--- src/rtl/fifo_write_arbiter_pkg.sv ---
// ----------------------------------------------------------------------------
// uart_defs
//   Shared definitions for the UART Fifo write-side logic.
//   - UART_WORD_WIDTH : width of a Fifo word (dataIn)
//   - ARB_*           : state encodings of the Fifo write arbiter FSM
// ----------------------------------------------------------------------------
package uart_defs;

    localparam int UART_WORD_WIDTH = 16;

    localparam logic [1:0] ARB_IDLE    = 2'd0;
    localparam logic [1:0] ARB_GRANT   = 2'd1;
    localparam logic [1:0] ARB_RELEASE = 2'd2;

endpackage

--- src/rtl/fifo_write_arbiter_picker.sv ---
// ----------------------------------------------------------------------------
// rr_priority_picker
//   Combinational round-robin picker: returns the first asserted request at
//   or after 'pointer', wrapping from NUM_REQ-1 back to 0.
// Ports
//   req     in  NUM_REQ    request vector
//   pointer in  IDX_WIDTH  highest-priority index (must be < NUM_REQ)
//   valid   out 1          at least one request asserted
//   idx     out IDX_WIDTH  chosen requester
// ----------------------------------------------------------------------------
module rr_priority_picker #(
    parameter int NUM_REQ   = 4,
    parameter int IDX_WIDTH = 2
) (
    input  logic [NUM_REQ-1:0]   req,
    input  logic [IDX_WIDTH-1:0] pointer,
    output logic                 valid,
    output logic [IDX_WIDTH-1:0] idx
);

    // One extra bit so pointer+offset cannot overflow before the wrap test.
    localparam logic [IDX_WIDTH:0] NUM_REQ_W = (IDX_WIDTH + 1)'(NUM_REQ);

    logic [IDX_WIDTH-1:0] cand_idx [NUM_REQ];
    logic [NUM_REQ-1:0]   cand_hit;

    // Candidate gi is the requester sitting gi places after the pointer.
    // The wrap is done against NUM_REQ, so non-power-of-2 sizes stay in range.
    generate
        for (genvar gi = 0; gi < NUM_REQ; gi++) begin : g_cand
            logic [IDX_WIDTH:0] sum;
            assign sum          = {1'b0, pointer} + (IDX_WIDTH + 1)'(gi);
            assign cand_idx[gi] = (sum >= NUM_REQ_W) ? IDX_WIDTH'(sum - NUM_REQ_W)
                                                     : IDX_WIDTH'(sum);
            assign cand_hit[gi] = req[cand_idx[gi]];
        end
    endgenerate

    // Scan from the farthest candidate down so the nearest hit wins.
    always_comb begin
        valid = 1'b0;
        idx   = '0;
        for (int k = NUM_REQ - 1; k >= 0; k--) begin
            if (cand_hit[k]) begin
                valid = 1'b1;
                idx   = cand_idx[k];
            end
        end
    end

endmodule

--- src/rtl/fifo_write_arbiter.sv ---
// ----------------------------------------------------------------------------
// fifo_write_arbiter
//   Shares the single write port of the UART Fifo between NUM_REQ producers
//   using round-robin arbitration. Each grant sequences exactly one Fifo write.
// Ports
//   clk       in  1                   rising-edge clock
//   rst       in  1                   synchronous active-high reset
//   req       in  NUM_REQ             per-requester write request
//   dataIns   in  NUM_REQ*DATA_WIDTH  requester i word at [i*DATA_WIDTH +: DATA_WIDTH]
//   ack       out NUM_REQ             one-cycle pulse: requester word accepted
//   full      in  1                   Fifo full flag
//   writeReq  out 1                   Fifo write request
//   writeAck  in  1                   Fifo write acknowledge
//   dataIn    out DATA_WIDTH          Fifo write data (registered)
//   grantIdx  out IDX_WIDTH           current / last granted requester
//   busy      out 1                   high while in GRANT or RELEASE
// ----------------------------------------------------------------------------
module fifo_write_arbiter
    import uart_defs::*;
#(
    parameter int NUM_REQ    = 4,
    parameter int DATA_WIDTH = UART_WORD_WIDTH,
    parameter int IDX_WIDTH  = 2
) (
    input  logic                          clk,
    input  logic                          rst,
    input  logic [NUM_REQ-1:0]            req,
    input  logic [NUM_REQ*DATA_WIDTH-1:0] dataIns,
    output logic [NUM_REQ-1:0]            ack,
    input  logic                          full,
    output logic                          writeReq,
    input  logic                          writeAck,
    output logic [DATA_WIDTH-1:0]         dataIn,
    output logic [IDX_WIDTH-1:0]          grantIdx,
    output logic                          busy
);

    logic [1:0]            state_reg,     state_next;
    logic [IDX_WIDTH-1:0]  pointer_reg,   pointer_next;
    logic [IDX_WIDTH-1:0]  grant_reg,     grant_next;
    logic [NUM_REQ-1:0]    ack_reg,       ack_next;
    logic                  write_req_reg, write_req_next;
    logic [DATA_WIDTH-1:0] data_reg,      data_next;
    logic                  busy_reg,      busy_next;

    logic                  pick_valid;
    logic [IDX_WIDTH-1:0]  pick_idx;
    logic [DATA_WIDTH-1:0] word [NUM_REQ];

    generate
        for (genvar gi = 0; gi < NUM_REQ; gi++) begin : g_word
            assign word[gi] = dataIns[gi*DATA_WIDTH +: DATA_WIDTH];
        end
    endgenerate

    rr_priority_picker #(
        .NUM_REQ   (NUM_REQ),
        .IDX_WIDTH (IDX_WIDTH)
    ) u_picker (
        .req     (req),
        .pointer (pointer_reg),
        .valid   (pick_valid),
        .idx     (pick_idx)
    );

    always_comb begin
        state_next     = state_reg;
        pointer_next   = pointer_reg;
        grant_next     = grant_reg;
        ack_next       = '0;            // ack is a single-cycle pulse
        write_req_next = write_req_reg;
        data_next      = data_reg;

        case (state_reg)
            ARB_IDLE: begin
                // No new grant while the Fifo reports full.
                if (pick_valid && !full) begin
                    state_next     = ARB_GRANT;
                    grant_next     = pick_idx;
                    data_next      = word[pick_idx];
                    write_req_next = 1'b1;
                end
            end
            ARB_GRANT: begin
                // req and full are deliberately ignored here: once granted,
                // the latched word is written no matter what.
                if (writeAck) begin
                    state_next          = ARB_RELEASE;
                    write_req_next      = 1'b0;
                    ack_next[grant_reg] = 1'b1;
                    pointer_next        = (grant_reg == IDX_WIDTH'(NUM_REQ - 1))
                                          ? '0 : grant_reg + 1'b1;
                end
            end
            ARB_RELEASE: begin
                // One cycle to let the requester drop req before re-arbitration.
                state_next = ARB_IDLE;
            end
            default: begin
                state_next     = ARB_IDLE;
                write_req_next = 1'b0;
            end
        endcase

        busy_next = (state_next != ARB_IDLE);
    end

    always_ff @(posedge clk) begin
        if (rst) begin
            state_reg     <= ARB_IDLE;
            pointer_reg   <= '0;
            grant_reg     <= '0;
            ack_reg       <= '0;
            write_req_reg <= 1'b0;
            data_reg      <= '0;
            busy_reg      <= 1'b0;
        end else begin
            state_reg     <= state_next;
            pointer_reg   <= pointer_next;
            grant_reg     <= grant_next;
            ack_reg       <= ack_next;
            write_req_reg <= write_req_next;
            data_reg      <= data_next;
            busy_reg      <= busy_next;
        end
    end

    assign ack      = ack_reg;
    assign writeReq = write_req_reg;
    assign dataIn   = data_reg;
    assign grantIdx = grant_reg;
    assign busy     = busy_reg;

endmodule

--- config.mk ---
export PLATFORM = sky130hd
export DESIGN_NAME = fifo_write_arbiter
export DESIGN_NICKNAME = d
export VERILOG_FILES = /design/src/rtl/fifo_write_arbiter_pkg.sv /design/src/rtl/fifo_write_arbiter_picker.sv /design/src/rtl/fifo_write_arbiter.sv
export SDC_FILE = /design/constraint.sdc
export NUM_CORES = 1
export LEC_CHECK = 0
export ABC_AREA = 1
export BUFFER_PORTS_ARGS = -buffer_cell sky130_fd_sc_hd__buf_2
export CORE_AREA = 2 2 72 74
export DETAILED_ROUTE_END_ITERATION = 8
export DIE_AREA = 0 0 74 76
export PLACE_DENSITY = 0.76
export SLEW_MARGIN = 20
export SYNTH_ARGS = -nofsm -noshare
export SYNTH_HDL_FRONTEND = slang
export SYNTH_HIERARCHICAL = 1
export SYNTH_SLANG_ARGS = --single-unit
--- constraint.sdc ---
create_clock -name clk -period 1.6 [get_ports clk]
set_input_delay 0.4 -clock clk [delete_from_list [all_inputs] [get_ports clk]]
set_output_delay 0.4 -clock clk [all_outputs]
set_load 0.05 [all_outputs]
Yosys cells after proc, flatten, opt, wreduce, memory -nomap -nowiden. Index checks and enable logic that the tools add are counted.

Bits in registers: 28. Memories kept: 0. Memory bits (read-only): 0. Word-level logic and storage cells: 76. Output and inout bits: 24. Latch bits: 0. Input port bits: 72. Memory bits (writable): 0.

Bitwise gates (word level): 4. Shift operators: 0. Add/subtract/negate cells: 8. Muxes and demuxes: 32. Multipliers: 0. Div/mod/pow operators: 0. Eq/ne operators: 5. Order comparisons: 11. Reductions and logical operators: 9.

Operators by type and width (number): $bmux W16 S2 (1); $mux W16 (2); $mux W2 (11); $lt A2 B3 Y1 const B (5); $ge A3 B3 Y1 const B (4); $mux W1 (11); $bmux W1 S2 (4); $sub A2 B1 Y2 const B (4); $add A2 B2 Y3 const B (2); $eq A2 B2 Y1 const B (2); $ne A2 B2 Y1 const B (2); $pmux W2 S2 (1); $reduce_and A2 Y1 (2); $add A2 B1 Y3 const B (1); $ge A2 B3 Y1 const B (1); $not A1 Y1 (3); $not A2 Y3 (1); $pmux W1 S3 (1); $reduce_and A3 Y1 (1); $reduce_or A3 Y1 (1); $add A2 B1 Y2 const B (1); $demux W1 S2 (1); $eq A2 B1 Y1 const B (1); $ge A2 B1 Y1 const B (1); other kinds (4) (5).

Longest topological paths before layout.
Word-level depth: 13. Gate-level depth with buffers: 17. Mapped depth without buffers: 15.

By module. Netlist, hierarchy kept.

Modules (own cells, without submodules): fifo_write_arbiter (area each 1784.2 µm², sequential area each 560.5 µm², cells an instance 293, instances 1); rr_priority_picker (area each 212.7 µm², sequential area each 0.0 µm², cells an instance 46, instances 1).

Least setup slack after synthesis. OpenSTA, ideal clock, no wires.

Path kind: reg2reg. Start: register pointer_reg[0]. End: register data_reg[10] (netlist: dataIn[10]). Period minus slack after synthesis: 1644 ps. Setup slack: -44 ps. Arrival: 1535 ps. Data required time: 1491 ps. Path buffers: 3. Cell stages (with the launch flop): 18. Setup time: 109 ps. Path through: dfxtp_1 > buf_6 > nand2_2 > and2_4 > nand2_2 > nand2_2 > clkinv_2 > nand2_1 > nand2_1 > nand2_1 > buf_4 > inv_4 > buf_4 > nand2_1 > nand3_1 > nand3_1 > nand2_1 > inv_1.

Cells in the longest elaborated chain, start to end: 13. Elaborated cells on any way between the ends: 37. Those cells by class: add/sub (7); order compare (4); mux (23); bitwise (1); reduce/logical (2).

Ends and longest elaborated chain: start: declaration (line fifo_write_arbiter.sv:39) `logic [IDX_WIDTH-1:0] pointer_reg, pointer_next;`; start signal: assignment (line fifo_write_arbiter.sv:119) `pointer_reg <= pointer_next;`; $add A2 B2 Y3 (line fifo_write_arbiter_picker.sv:32) `assign sum = {1'b0, pointer} + (IDX_WIDTH + 1)'(gi);`; $ge A3 B3 Y1 or $sub A2 B1 Y2 (tied branches) (line fifo_write_arbiter_picker.sv:33) `assign cand_idx[gi] = (sum >= NUM_REQ_W) ? IDX_WIDTH'(sum - NUM_REQ_W)`; $mux W2 (line fifo_write_arbiter_picker.sv:33); $bmux W1 S2 (line fifo_write_arbiter_picker.sv:35) `assign cand_hit[gi] = req[cand_idx[gi]];`; $mux W1 (implied by the code) (line fifo_write_arbiter_picker.sv:35); $mux W2 (3 in a row) (line fifo_write_arbiter_picker.sv:44) `if (cand_hit[k]) begin`; $mux W2 * (line fifo_write_arbiter_picker.sv:44); named net pick_idx[0] (line fifo_write_arbiter.sv:47) `logic [IDX_WIDTH-1:0] pick_idx;`; $not A2 Y3 (implied by the code) * (line fifo_write_arbiter.sv:80) `data_next = word[pick_idx];`; $bmux W16 S2 * (line fifo_write_arbiter.sv:80); $mux W16 (implied by the code) * (2 in a row) (line fifo_write_arbiter.sv:80); end signal: assignment (line fifo_write_arbiter.sv:123) `data_reg <= data_next;`; end: declaration (line fifo_write_arbiter.sv:43) `logic [DATA_WIDTH-1:0] data_reg, data_next;`.

Mark *: on every way through the listed nets, which the timed path passes. The rest lies on a longest branch. The select of a mux whose other input is x is not followed. A chain may end at the register's enable or synchronous reset.

Worst setup path after layout.
Start: register pointer_reg[0]. End: register data_reg[0] (netlist: dataIn[0]).

Same word-level chain as after synthesis.

==> flow_metrics.env <==
export IMPL_relSlewSlack_pct=73.1
export IMPL_fp_dieW_um=74
export IMPL_clockBufferDepth=2
export IMPL_setup_tns_ps=-2130
export IMPL_rsz0062_at_grt="yes"
export IMPL_grt_max_degree=33
export IMPL_power_density_nw_per_um2=846
export IMPL_synth_most_common_cell="nand2_1"
export IMPL_ys_ff_latch=28
export IMPL_grt_pass1_vias=1911
export IMPL_pre_cts_ws_ps=-278
export IMPL_core_um2=4910
export IMPL_track_usage_pct=18.3
export IMPL_ys_async_sr_fraction_pct=0
export IMPL_maxSlewViolCount=0
export IMPL_die_area_um2=5620
export IMPL_cts_root_buffer="clkbuf_8"
export IMPL_cp_arrival_ps=1950
export IMPL_outcome="finished, violations left"
export IMPL_ios=96
export IMPL_tightest_slew_ps=403
export IMPL_final_core_util_pct=63.3
export IMPL_yosys_top_cells_count="129 x nand2_1, 64 x inv_1, 45 x nand3_1, 28 x dfxtp_1, 14 x nor2_1"
export IMPL_initial_core_util_pct=40.7
export IMPL_die_y_um=76
export IMPL_vias=2402
export IMPL_synth_flop_cell="dfxtp_1"
export IMPL_synth_seq_area_share_pct=28.1
export IMPL_setup_ws_ps=-150
export IMPL_fin_crit_sh_pct=109
export IMPL_drive_gt1_share_pct=47.2
export IMPL_endpoint_kind="flop"
export IMPL_via_per_inst=4.68
export IMPL_violations="setup timing"
export IMPL_area_delta_synth_final_pct=55.8
export IMPL_port_buffer_count=95
export IMPL_place_gp_congestion=0.855
export IMPL_fillers=438
export IMPL_antenna_found_initial=0
export IMPL_max_freq_mhz=571
export IMPL_synthDominantCellAreaShare_pct=28.1
export IMPL_synth_area_leaders="dfxtp_1 28%, nand2_1 24%, inv_1 12%"
export IMPL_hold_class="in2reg"
export IMPL_syn_nets=415
export IMPL_cts_sinks=28
export IMPL_grt_pass1_wl_mm=8.34
export IMPL_yosysTopAreaCell="dfxtp_1"
export IMPL_cts_buffers=3
export IMPL_hold_violations=0
export IMPL_power_share_combinational_pct=54.8
export IMPL_leakage_uw=0.00175
export IMPL_routed_wl_mm=6.35
export IMPL_antenna_left=0
export IMPL_dp_hpwl_mm=3.92
export IMPL_seq_power_share_pct=30.9
export IMPL_switching_power_uw=1170
export IMPL_drc=0
export IMPL_syn_area_um2=2000
export IMPL_cts_tree="built"
export IMPL_cp_required_ps=1800
export IMPL_synth_cells=339
export IMPL_critical_path_class="reg2reg"
export IMPL_num_rows=26
export IMPL_internal_power_uw=1460
export IMPL_path_max_fanout=8
export IMPL_antenna_cells=0
export IMPL_avgSynthCellArea_um2=5.89
export IMPL_synth_cell_types=24
export IMPL_grt_overflow_total=0
export IMPL_nets=521
export IMPL_dr_first_iter_drc_count=118
export IMPL_peakVddDrop_uv=391
export IMPL_worst_clock_skew_ps=1.95
export IMPL_path_clk_slew_ps=90
export IMPL_dr_pass1_iters=4
export IMPL_power_share_clock_pct=14.2
export IMPL_largest_reg_flops=16
export IMPL_clock_latency_ps=270
export IMPL_cp_start_kind="flop"
export IMPL_wl_per_cell_um=12.4
export IMPL_period_needed_ps=1750
export IMPL_yosysWarnings=6
export IMPL_synth_edf_count=0
export IMPL_max_cap_violations=0
export IMPL_swShare_pct=44.4
export IMPL_setup_viol=17
export IMPL_h_tree_depth=1
-- layout make-up --
class / instances / area, um2 / share of cell area (%)
Multi-Input combinational cell: 229 / 1390 / 44.7
Timing Repair Buffer: 111 / 698 / 22.4
Sequential cell: 28 / 566 / 18.2
Inverter: 69 / 293 / 9.41
Tap cell: 70 / 87.6 / 2.81
Clock buffer: 3 / 41.3 / 1.33
Timing Repair inverter: 3 / 36.3 / 1.17
-- metrics by stage --
| step | instances | hold WS [ps] | instance area [um2] | power (uW) |
|---|---|---|---|---|
| 5_1_grt | 513 | 503 | 3110 | 2780 |
| 4_1_cts | 502 | 454 | 2710 | 2330 |
| 3_5_place_dp | 496 | 453 | 2500 | 1830 |
| 2_1_floorplan | 339 | 459 | 2010 | 1610 |
| 6_report | 513 | 472 | 3110 | 2630 |
| 3_3_place_gp | 496 | 445 | 2500 | 1810 |
-- cells in the final DEF, fill, tap and decap left out, types with 6 or more instances in the layout --
cell type / count
buf_4: 6
a21oi_1: 10
nand2_1: 93
buf_2: 95
nand2_2: 32
a21oi_2: 10
nor2_1: 12
nand3_2: 19
nand3_1: 24
dfxtp_1: 26
nand2_4: 7
inv_1: 62
-- logic make-up after synthesis --
group           synth area share, %
simple gates                   42.0
fa+ha+maj                      2.51
buf+inv                        19.0
compound gates                 8.40
flops                          28.1
-- critical path: stages, from the launching register on --
cell and delay [ps]:
dfxtp_4 420, inv_4 60, nand2_2 100, nand3_2 100, nand2_2 100, nand3_4 90
nand2_4 100, nand2_8 80, nand2_8 130, buf_8 160, nand2_2 50, nand3_1 70
nand2_1 80, a21oi_1 120
-- path summary, 6_finish.rpt --
path	startpoint	end	slack, ps	cells after the start
setup / recovery	pointer_reg[0]	dataIn[0]	-150	13
hold reg to reg	writeReq	writeReq	490	2
setup reg to reg	pointer_reg[0]	dataIn[0]	-150	13
hold / removal	writeAck	writeReq	470	4
-- power groups by stage --
| stage | clock, uW | sequential [uW] | combinational [uW] |
|---|---|---|---|
| after floorplan | 0 | 1040 | 578 |
| after global placement | 0 | 824 | 991 |
| after detailed placement | 0 | 827 | 1010 |
| after CTS | 375 | 811 | 1140 |
| after global routing | 402 | 821 | 1560 |
| final | 375 | 814 | 1440 |
-- per-layer routing --
metal,global-route usage [%],part of all wire [%],up-vias
met5,0,0,-
met4,4.00,0.74,0
met3,1.85,4.6,6
met2,32.1,54,74
met1,23.8,40,1098
li1,-,-,1224
-- timing repair --
action                     4_1_cts  5_1_grt
buffers inserted                 1        3
pin swaps                        4       18
gates cloned                     2        8
resized for setup               37       66
hold buffers                     0        0
setup endpoints to repair       19       19
No activity file was read; power rests on OpenSTA's default activity.
